`config.mk`:
```
export PLATFORM = sky130hd
export DESIGN_NAME = ram_burst_ctrl
export DESIGN_NICKNAME = d
export VERILOG_FILES = /design/src/rtl/ram_burst_ctrl.sv
export SDC_FILE = /design/constraint.sdc
export NUM_CORES = 1
export LEC_CHECK = 0
export BUFFER_PORTS_ARGS = -buffer_cell sky130_fd_sc_hd__buf_2
export CORE_MARGIN = 1.5
export CORE_UTILIZATION = 25
export CTS_CLUSTER_SIZE = 12
export DETAILED_ROUTE_END_ITERATION = 8
export PLACE_DENSITY_LB_ADDON = 0.25
export SYNTH_ARGS = -nofsm -noshare
export SYNTH_HDL_FRONTEND = slang
export SYNTH_SLANG_ARGS = --single-unit
```
`constraint.sdc`:
```
create_clock -name clk -period 3.7 [get_ports clk]
set_clock_uncertainty 0.1 [all_clocks]
set_input_delay 0.37 -clock clk [delete_from_list [all_inputs] [get_ports clk]]
set_output_delay 0.37 -clock clk [all_outputs]
set_load 0.05 [all_outputs]
```
`src/rtl/ram_burst_ctrl.sv`:
```
// Burst controller for a single-port synchronous RAM.
// A command starts a write or read burst of cmd_len words from cmd_adr.
// Writes stream in with valid/ready handshakes. Reads issue one address
// per cycle and return data one cycle later with no backpressure.
module ram_burst_ctrl #(
    parameter int AW = 8,
    parameter int DW = 32
) (
    input  logic          clk,
    input  logic          rst,
    input  logic          cmd_valid,
    output logic          cmd_ready,
    input  logic          cmd_rw,
    input  logic [AW-1:0] cmd_adr,
    input  logic [7:0]    cmd_len,
    input  logic [DW-1:0] wr_data,
    input  logic          wr_valid,
    output logic          wr_ready,
    output logic [DW-1:0] rd_data,
    output logic          rd_valid,
    output logic          done,
    output logic          ram_we,
    output logic          ram_start,
    output logic [AW-1:0] ram_adr,
    output logic [DW-1:0] ram_din,
    input  logic [DW-1:0] ram_dout
);

    typedef enum logic [2:0] {
        IDLE,
        WRITE,
        READ,
        FLUSH,
        DONE
    } state_t;

    state_t        state;
    state_t        state_next;
    logic [AW-1:0] adr_cnt;
    logic [7:0]    cnt;
    logic [AW-1:0] adr_hold;
    logic [DW-1:0] din_hold;
    logic          handshake;
    logic          beat;

    assign handshake = cmd_valid && cmd_ready;
    assign beat      = (state == WRITE) && wr_valid;
    assign rd_data   = ram_dout;

    // State register; reset abandons any burst in progress.
    always_ff @(posedge clk or posedge rst) begin
        if (rst) begin
            state <= IDLE;
        end else begin
            state <= state_next;
        end
    end

    // Next-state logic: bursts end when the remaining count reaches zero.
    always_comb begin
        state_next = state;
        case (state)
            IDLE: begin
                if (handshake) begin
                    if (cmd_len == 8'd0) begin
                        state_next = DONE;
                    end else if (cmd_rw) begin
                        state_next = WRITE;
                    end else begin
                        state_next = READ;
                    end
                end
            end
            WRITE: begin
                if (beat && (cnt == 8'd1)) begin
                    state_next = DONE;
                end
            end
            READ: begin
                if (cnt == 8'd1) begin
                    state_next = FLUSH;
                end
            end
            FLUSH:   state_next = DONE;
            DONE:    state_next = IDLE;
            default: state_next = IDLE;
        endcase
    end

    // Address counter and remaining count; the address wraps naturally at 2^AW.
    always_ff @(posedge clk or posedge rst) begin
        if (rst) begin
            adr_cnt <= '0;
            cnt     <= 8'd0;
        end else if (handshake) begin
            adr_cnt <= cmd_adr;
            cnt     <= cmd_len;
        end else if (beat || (state == READ)) begin
            adr_cnt <= adr_cnt + AW'(1);
            cnt     <= cnt - 8'd1;
        end
    end

    // Remember the last driven RAM address and data so they hold between bursts.
    always_ff @(posedge clk or posedge rst) begin
        if (rst) begin
            adr_hold <= '0;
            din_hold <= '0;
        end else begin
            adr_hold <= ram_adr;
            din_hold <= ram_din;
        end
    end

    // Read data from the RAM is valid one cycle after a read strobe.
    always_ff @(posedge clk or posedge rst) begin
        if (rst) begin
            rd_valid <= 1'b0;
        end else begin
            rd_valid <= ram_start && !ram_we;
        end
    end

    // Output decode from the current state.
    always_comb begin
        cmd_ready = (state == IDLE) && !rst;
        wr_ready  = 1'b0;
        ram_start = 1'b0;
        ram_we    = 1'b0;
        ram_adr   = adr_hold;
        ram_din   = din_hold;
        done      = (state == DONE);
        case (state)
            WRITE: begin
                wr_ready  = 1'b1;
                ram_start = wr_valid;
                ram_we    = wr_valid;
                ram_adr   = adr_cnt;
                ram_din   = wr_data;
            end
            READ: begin
                ram_start = 1'b1;
                ram_adr   = adr_cnt;
            end
            default: ;
        endcase
    end

endmodule
```
==> flow_summary.toml, run 1 <==
[run_status]
run_status = "finished clean"

[placed_design]
port_buffers = 98
detailed_place_hpwl_um = 4876
dpl_cell_area_um2 = 3410
gp_congestion = 0.7053

[setup_path]
list_of_cells_traversed_by_the_critical_path = "nor3b_4 -> buf_12 -> mux2_2 -> buf_2"
arrival_time_at_the_worst_endpoint_ns = 2.42
worstReg2RegStart = "state[1]"
worstRegToRegCells = 5
critical_path_rt_ns = 3.23
timing.critical_path.slowest_stage_cell = "dfrtp_1"
critical_path.startpoint_type = "register"
crit_path_end_kind = "output port"
timing.critical_path.slowest_cell_delay_ns = 0.63
setup.worst_path.start = "state[0]"
critical_path_class = "reg2out"
worst-path-max-fanout = 24

[layout]
fin_nets = 405
final_layout_size_suffix_gt1_share_pct = 52.17
post-route-cell-area_um2 = 3674
synthToLayoutAreaGrowth_pct = 22.08
number_of_antenna_diodes = 0

[pwr]
p_comb_share_pct = 56.2
peakVddDrop_v = 0.0008639
netSwitchingPower_uw = 2202
power_frac_seq_pct = 26.8
cellPowerDensity_nw_per_um2 = 1191
power_report.internal_total_uw = 2174
switching_share_pct = 50.32
power_frac_clock_pct = 17.0
power_leakage_uw = 0.001661

[grt]
grt_remaining_overflow = 0
grt_pass1_vias = 2064
largest_net_degree_at_the_start_of_global_routing = 32
number_of_antenna_violations_at_the_first_check_in_global_routing = 0
grt_pass1_wl_um = 10820
globalRouteTotalUtil_pct = 10.96

[clock_network]
clock_tree_from_tritoncts = "yes"
cts.clk_slew.worst_paths_ns = 0.05
cts_hold_repair.buffers = 0
root_buffer = "clkbuf_16"
worstSkewPairLatency_ns = 0.33
postCtsSetupRepairBufs = 0
max_root_sink_buffers = 2
cts_max_level = 3
postCtsResizedCells = 0
cts_made_buffers = 9
clkSinkCount = 60

[sta]
max_clock_freq_ghz = 0.3459
final_min_period_over_clock_period_pct = 78.13
final_period_minus_worst_setup_slack_ns = 2.891
timing_hold_violations_final = 0
timing.final.setup_violations = 0
tightest_slew_ns = 0.6567
slew_violations = 0
maxSlewHeadroom_pct = 56.16
finalSetupTns_ns = 0
setup_repair_after_global_routing_missed_its_margin = "no"

[drt]
initialDrtViolationCount = 55
drtPass1Iterations = 4
totalWireLength_um = 6650
avgViaCountPerCell = 4.527
route.antenna.remaining_nets = 0
remaining_drc_errors = 0
wl_per_cell_um = 14.30
detailroute.via_count = 2105

[logic_synthesis]
synth-warning-count = 0
synthArstFlopShare_pct = 100.0
synth_enable_flop_cells = 0
synth.cell_area_um2 = 3009
synth_top_cell_by_area = "dfrtp_1"
mappedNetlistNets = 335
seq_area_frac_synth_pct = 49.90
netlist_top_cells_area = "dfrtp_1 (50%), mux2_2 (15%), buf_4 (9.0%), a221o_1 (1.7%), nand2_1 (1.6%)"
syn_avg_cell_area_um2 = 12.18
synth_top_cell_area_share_pct = 49.90
synth.most_common_cell = "dfrtp_1"
synth_cells = 247
synthFlopType = "dfrtp_1"
netlist-cell-type-count = 43
post_synth_most_frequent_cells = "dfrtp_1 (60), mux2_2 (41), buf_4 (36)"
synth.ff_latch_count = 60

[floorplanning]
core.rowCount = 39
start_util_pct = 26.02
dieArea_um2 = 12700
ios = 163
die_h_um = 112.7
die_width_um = 112.7
coreArea_um2 = 11560

[job]
max_cap_violations = 0

[hold_path]
hold_path_class = "in2async"
==> layout by cell type (no fill, tap or decap), types with 2 or more instances in the layout <==
cell type	instances
buf_4	3
buf_2	98
mux2_2	41
nand2b_1	2
o211ai_1	3
nor3b_4	2
dfrtp_1	60
nor3_1	2
ha_1	3
mux2i_1	4
o311ai_0	2
a21oi_1	2
a22oi_1	2
o32ai_1	2
clkbuf_1	4
clkbuf_16	9
or4_1	4
nor3b_1	2
nor2_1	9
clkinv_2	2
nand3_1	4
inv_1	7
nand2_1	13
a221o_1	5
a31oi_1	2
o21ai_0	5
o22ai_1	2
nor4_1	6
xor2_1	2
==> flip-flops by register name (all words and copies together), names as in the netlist <==
name	flops
adr_cnt	8
state	3
adr_hold	8
din_hold	32
cnt	8
rd_valid	1
==> cell type report <==
type,count,area [um^2]
multi-input cells,135,1157
clock buffers,14,254.0
fillers,1199,7891
inverters,9,38.79
clock inverters,2,10.01
well taps,143,178.9
flip-flops and latches,60,1501
repair buffers,102,533.0
==> power by group through the flow <==
stage | sequential [uW] | clock, uW | combinational (uW)
after floorplan | 1120 | 0 | 2140
after global placement | 1170 | 0 | 2480
after detailed placement | 1180 | 0 | 2490
after CTS | 1170 | 773 | 2490
after global routing | 1220 | 799 | 2620
final | 1170 | 744 | 2460
==> stage by stage <==
stage / setup WS (ns) / cells / utilization, % / hold slack, ns / power [uW]
global placement: 1.154 / 449 / 29.48 / 0.3766 / 3654
floorplan: 1.081 / 247 / - / 0.3786 / 3261
CTS: 0.7698 / 465 / 31.76 / 0.07997 / 4438
finish: 0.8092 / 465 / 31.76 / 0.06622 / 4375
global route: 0.6152 / 465 / 31.76 / 0.1188 / 4632
detailed placement: 1.139 / 449 / 29.48 / 0.3817 / 3671
==> metal layers <==
layer / routed length [um] / GRT usage (%)
met5: 0 / 0
met4: 117 / 4.810
met3: 593 / 4.339
met2: 2852 / 16.14
met1: 3085 / 14.27
==> logic make-up after synthesis <==
| logic type | share of synthesized area (%) |
|---|---|
| DFF | 49.90 |
| AOI/OAI and AO/OA | 8.981 |
| muxes | 16.67 |
| buffers and inverters | 12.06 |
| adders and majority gates | 1.248 |
| xor gates and xnor gates | 0.8733 |
| and+or+nand+nor | 10.27 |
==> final timing paths <==
| path | endpoint | slack (ns) |
|---|---|---|
| setup / recovery | ram_din[30] | 0.81 |
| max in group asynchronous | adr_hold[6] | 2.57 |
| hold reg to reg | din_hold[28] | 0.39 |
| setup reg to reg | adr_cnt[5] | 1.48 |
| hold / removal | din_hold[11] | 0.07 |
| min in group clk | adr_cnt[2] | 0.17 |
==> critical path: cells and delay by family (launching register included) <==
family                 cells  cell delay, ns
flip-flops                 1            0.63
AND/OR/NAND/NOR            1            0.61
buffers and inverters      2            0.46
multiplexers               1            0.37
(Power assumes the default switching activity.)
==> inputs of run 2 (changes only) <==
==> constraint.sdc (replaced) <==
create_clock -name clk -period 2.8 [get_ports clk]
set_clock_uncertainty 0.1 [all_clocks]
set_input_delay 0.28 -clock clk [delete_from_list [all_inputs] [get_ports clk]]
set_output_delay 0.28 -clock clk [all_outputs]
set_load 0.05 [all_outputs]
==> flow_summary.toml, run 2 (same netlist as run 1, synthesis figures left out) <==
[floorplanning]
die_h_um = 112.7
coreArea_um2 = 11560
core.rowCount = 39
start_util_pct = 26.02
ios = 163
die_width_um = 112.7
dieArea_um2 = 12700

[layout]
finish.utilization_pct = 32.48
final_layout_size_suffix_gt1_share_pct = 53.85
layout.cells.most_common_list = "buf_2 (98), dfrtp_1 (60), mux2_2 (41)"
number_of_antenna_diodes = 0
biggest_register = "din_hold"
synthToLayoutAreaGrowth_pct = 24.82
post-route-cell-area_um2 = 3756
max_reg_flops = 32
instances_no_fill = 468
fin_nets = 408
most_common_cell_after_layout_fill_and_taps_aside = "buf_2"

[pwr]
peakVddDrop_v = 0.0008458
total_power_uw = 6023
cellPowerDensity_nw_per_um2 = 1603
power_leakage_uw = 0.001711

[clock_network]
cts_hold_repair.buffers = 0
cts_made_buffers = 9
cts.clk_slew.worst_paths_ns = 0.05
postCtsResizedCells = 0
postCtsSetupRepairBufs = 0
root_buffer = "clkbuf_16"
max_root_sink_buffers = 2
cts_max_level = 3
worstSkewPairLatency_ns = 0.33
clock_tree_from_tritoncts = "yes"
clkSinkCount = 60

[grt]
grt_pass1_wl_um = 11100
grt_remaining_overflow = 0
gr-usage-met1_pct = 14.02
globalRouteTotalUtil_pct = 11.32
grt_pass1_vias = 2146
largest_net_degree_at_the_start_of_global_routing = 36
grt_busiest_layer = "met2"
number_of_antenna_violations_at_the_first_check_in_global_routing = 0
grt.met3_usage_pct = 4.499
global_route.usage.met2_pct = 17.56

[sta]
max_clock_freq_ghz = 0.3956
final_period_minus_worst_setup_slack_ns = 2.528
timing.final.setup_violations = 0
maxSlewHeadroom_pct = 48.66
setup_repair_after_global_routing_missed_its_margin = "no"
slew_violations = 0
final_min_period_over_clock_period_pct = 90.27
finalSetupTns_ns = 0
timing_hold_violations_final = 0
tightest_slew_ns = 0.7690

[placed_design]
dpl_cell_area_um2 = 3420
port_buffers = 98
gp_congestion = 0.7220
place.detailed.instances = 452
detailed_place_hpwl_um = 4917

[drt]
totalWireLength_um = 6738
initialDrtViolationCount = 85
detailroute.via_count = 2095
route.antenna.remaining_nets = 0
remaining_drc_errors = 0
drtPass1Iterations = 4
wl_per_cell_um = 14.40
avgViaCountPerCell = 4.476

[setup_path]
crit_path_end_kind = "output port"
worstRegToRegCells = 3
worst-path-max-fanout = 24
critical_path_rt_ns = 2.42
r2r_setup_slack_ns = 0.66
critical_path_class = "reg2out"
critical_path.startpoint_type = "register"
arrival_time_at_the_worst_endpoint_ns = 2.15
regToRegEndpoint = "adr_cnt[5]"
worstReg2RegStart = "state[0]"

[hold_path]
hold_path_class = "in2async"

[job]
max_cap_violations = 0

[run_status]
run_status = "finished clean"
[run 2: changes by cell type in the layout (fill, tap and decap cells not counted), sizes merged]
cell	before	now
bufinv	0	2
clkbuf	14	12
buf	102	105
[run 2: area by class of cell]
cell class	instances	area, um^2
Fill cell	1200	7809
Sequential cell	60	1501
Multi-Input combinational cell	135	1157
Timing Repair Buffer	105	543.0
Clock buffer	12	266.5
Tap cell	143	178.9
Clock inverter	4	70.07
Inverter	9	38.79
[run 2: stage by stage]
stage,hold WS [ns],worst slack (ns)
6_report,0.02698,0.2725
3_5_place_dp,0.3817,0.5887
3_3_place_gp,0.3757,0.5784
2_1_floorplan,0.2957,0.2706
4_1_cts,0.06378,0.2199
5_1_grt,0.08167,0.08988
[run 2: worst max-delay path, stage by stage (launching register included)]
cell and delay (ns):
dfrtp_1 0.61, nor3b_4 0.27, buf_4 0.33, mux2_2 0.39
buf_2 0.21
[run 2: how the worst max path moves through the flow]
stage,slack [ns],startpoint,to,depth (start not counted)
detailed placement,0.59,state[0],ram_din[27],4
floorplan,0.27,state[0],cmd_ready,2
global placement,0.58,state[0],ram_din[18],4
finish,0.27,state[0],ram_din[22],4
global route,0.09,state[0],ram_din[31],4
CTS,0.22,state[0],ram_din[22],4
[run 2: power by group]
part / internal (uW) / total, uW / leakage [uW] / switching [uW]
registers: 1300 / 1550 / 0.000720 / 244
clock network: 848 / 1230 / 0.000169 / 383
logic: 951 / 3250 / 0.000822 / 2300
total: 3100 / 6020 / 0.00171 / 2920
[run 2: routing by layer]
| metal | up-vias | share of wire [%] |
|---|---|---|
| met2 | 87 | 45 |
| met5 | - | 0 |
| met4 | 0 | 1.8 |
| met1 | 987 | 45 |
| met3 | 20 | 8.2 |
| li1 | 1001 | - |
==> inputs of run 3 (changes only) <==
--- a/config.mk
+++ b/config.mk
@@ -11,6 +11,7 @@
 export CTS_CLUSTER_SIZE = 12
 export DETAILED_ROUTE_END_ITERATION = 8
 export PLACE_DENSITY_LB_ADDON = 0.25
+export REMOVE_ABC_BUFFERS = 1
 export SYNTH_ARGS = -nofsm -noshare
 export SYNTH_HDL_FRONTEND = slang
 export SYNTH_SLANG_ARGS = --single-unit
==> flow_summary.toml, run 3 (same netlist as run 1, synthesis figures left out) <==
[drt]
met3_length_um = 1063
wl_per_cell_um = 16.96
totalWireLength_um = 7904
remaining_drc_errors = 0
detailroute.via_count = 2129
route.antenna.remaining_nets = 0
maxUsedRoutingLayer = "met4"
drtPass1Iterations = 4
met2_wirelength_um = 3128
initialDrtViolationCount = 98
wl_met1_um = 3599
avgViaCountPerCell = 4.569

[floorplanning]
ios = 163
die_h_um = 112.7
coreArea_um2 = 11560
start_util_pct = 26.02
dieArea_um2 = 12700
core.rowCount = 39
die_width_um = 112.7

[sta]
timing_hold_violations_final = 0
final_min_period_over_clock_period_pct = 90.73
timing.final.setup_violations = 0
setup_repair_after_global_routing_missed_its_margin = "no"
slew_violations = 0
whs_ns = 0.07312
maxSlewHeadroom_pct = 56.72
tightest_slew_ns = 0.6482
max_clock_freq_ghz = 0.3936
final_period_minus_worst_setup_slack_ns = 2.540
finalWorstSetupSlack_ns = 0.2596

[run_status]
run_status = "finished clean"

[setup_path]
timing.critical_path.slowest_cell_delay_ns = 0.62
cp_top_family = "flip-flops"
worstReg2RegStart = "state[0]"
timing.critical_path.slowest_stage_cell = "dfrtp_1"
worst-path-max-fanout = 14
critical_path_class = "reg2out"
r2r_setup_slack_ns = 0.65
regToRegEndpoint = "adr_cnt[5]"
critical_path_rt_ns = 2.42
arrival_time_at_the_worst_endpoint_ns = 2.16
crit_path_end_kind = "output port"
worstRegToRegCells = 3
critical_path.startpoint_type = "register"
list_of_cells_traversed_by_the_critical_path = "xnor2_1 -> nor2_2 -> mux2_2 -> buf_2"
sum_of_buffers_and_inverters_on_the_critical_path = 1

[layout]
biggest_register = "din_hold"
fillers = 1175
final_layout_size_suffix_gt1_share_pct = 52.94
max_reg_flops = 32
fin_nets = 406
finish.utilization_pct = 32.60
most_common_cell_after_layout_fill_and_taps_aside = "buf_2"
number_of_antenna_diodes = 0
layout.cells.most_common_list = "buf_2 (98), dfrtp_1 (60), mux2_2 (41)"
synthToLayoutAreaGrowth_pct = 25.28

[hold_path]
hold_depth = 3
hold_path_class = "in2reg"
timing.hold.worst.start = "cmd_len[2]"
worst_hold_path.endpoint = "cnt[2]"

[pwr]
power_leakage_uw = 0.001701
p_comb_share_pct = 54.1
peakVddDrop_v = 0.0006415
power_frac_seq_pct = 25.7
switching_share_pct = 48.64
netSwitchingPower_uw = 2942
power_frac_clock_pct = 20.2
cellPowerDensity_nw_per_um2 = 1604
power_report.internal_total_uw = 3106

[clock_network]
clkSinkCount = 60
cts_made_buffers = 9
worstSkewPairLatency_ns = 0.32
cts_max_level = 3
postCtsSetupRepairBufs = 0
clock_tree_from_tritoncts = "yes"
max_root_sink_buffers = 2
root_buffer = "clkbuf_16"
postCtsResizedCells = 0
cts.clk_slew.worst_paths_ns = 0.05

[placed_design]
port_buffers = 98
detailedPlace.worstSlack_ns = 0.5704
gp_congestion = 0.6950
detailed_place_hpwl_um = 5836

[grt]
largest_net_degree_at_the_start_of_global_routing = 34
grt_pass1_wl_um = 12290
grt_pass1_vias = 2192
number_of_antenna_violations_at_the_first_check_in_global_routing = 0
globalRouteTotalUtil_pct = 12.92
grt_remaining_overflow = 0

[job]
max_cap_violations = 0
==> run 3: through the flow <==
| stage | power, uW | std cells | instance area [um^2] | setup TNS [ns] |
|---|---|---|---|---|
| finish | 6048 | 466 | 3770 | 0 |
| global route | 6407 | 466 | 3770 | 0 |
| CTS | 6130 | 466 | 3770 | 0 |
| detailed placement | 4875 | 449 | 3422 | 0 |
| global placement | 4840 | 449 | 3422 | 0 |
| floorplan | 4128 | 204 | 2685 | -17.80 |
==> run 3: final cells by class <==
type	instances	area (um^2)	share of cell area, %
sequential	60	1501	39.83
multi-input combinational	135	1157	30.70
timing repair buffer	103	555.5	14.74
clock buffer	13	270.3	7.169
tap	143	178.9	4.746
clock inverter	3	67.56	1.792
inverter	9	38.79	1.029
==> run 3: worst register-to-register path, cell delays in order (launching register included) <==
cell,delay [ns]
dfrtp_1,0.54
or4_2,0.91
mux2_2,0.33
a21o_1,0.17
==> run 3: what timing repair did <==
item | 4_1_cts | 5_1_grt
hold buffers | 1 | 0
hold endpoints to repair | 27 | 0
endpoints found under the setup margin | 0 | 0
==> run 3: how the worst max path moves through the flow <==
stage                  start         end  cells after the start
global placement    state[0]  ram_adr[0]                      4
detailed placement  state[0]  ram_adr[2]                      4
floorplan           state[2]  adr_cnt[5]                      5
global route        state[1]  ram_adr[6]                      4
finish              state[0]  ram_adr[2]                      4
CTS                 state[1]  ram_adr[2]                      4
==> run 3: power by group through the flow <==
stage	logic [uW]	clock network [uW]	registers, uW
3_5_place_dp	3300	0	1570
4_1_cts	3310	1260	1560
3_3_place_gp	3280	0	1560
5_1_grt	3480	1310	1620
6_report	3270	1220	1560
2_1_floorplan	2610	0	1520
==> run 3: routing by layer <==
layer	up-vias	global-route usage [%]
met5	-	1.569
met4	0	4.304
met3	10	8.195
met2	124	17.24
met1	990	16.74
li1	1005	-
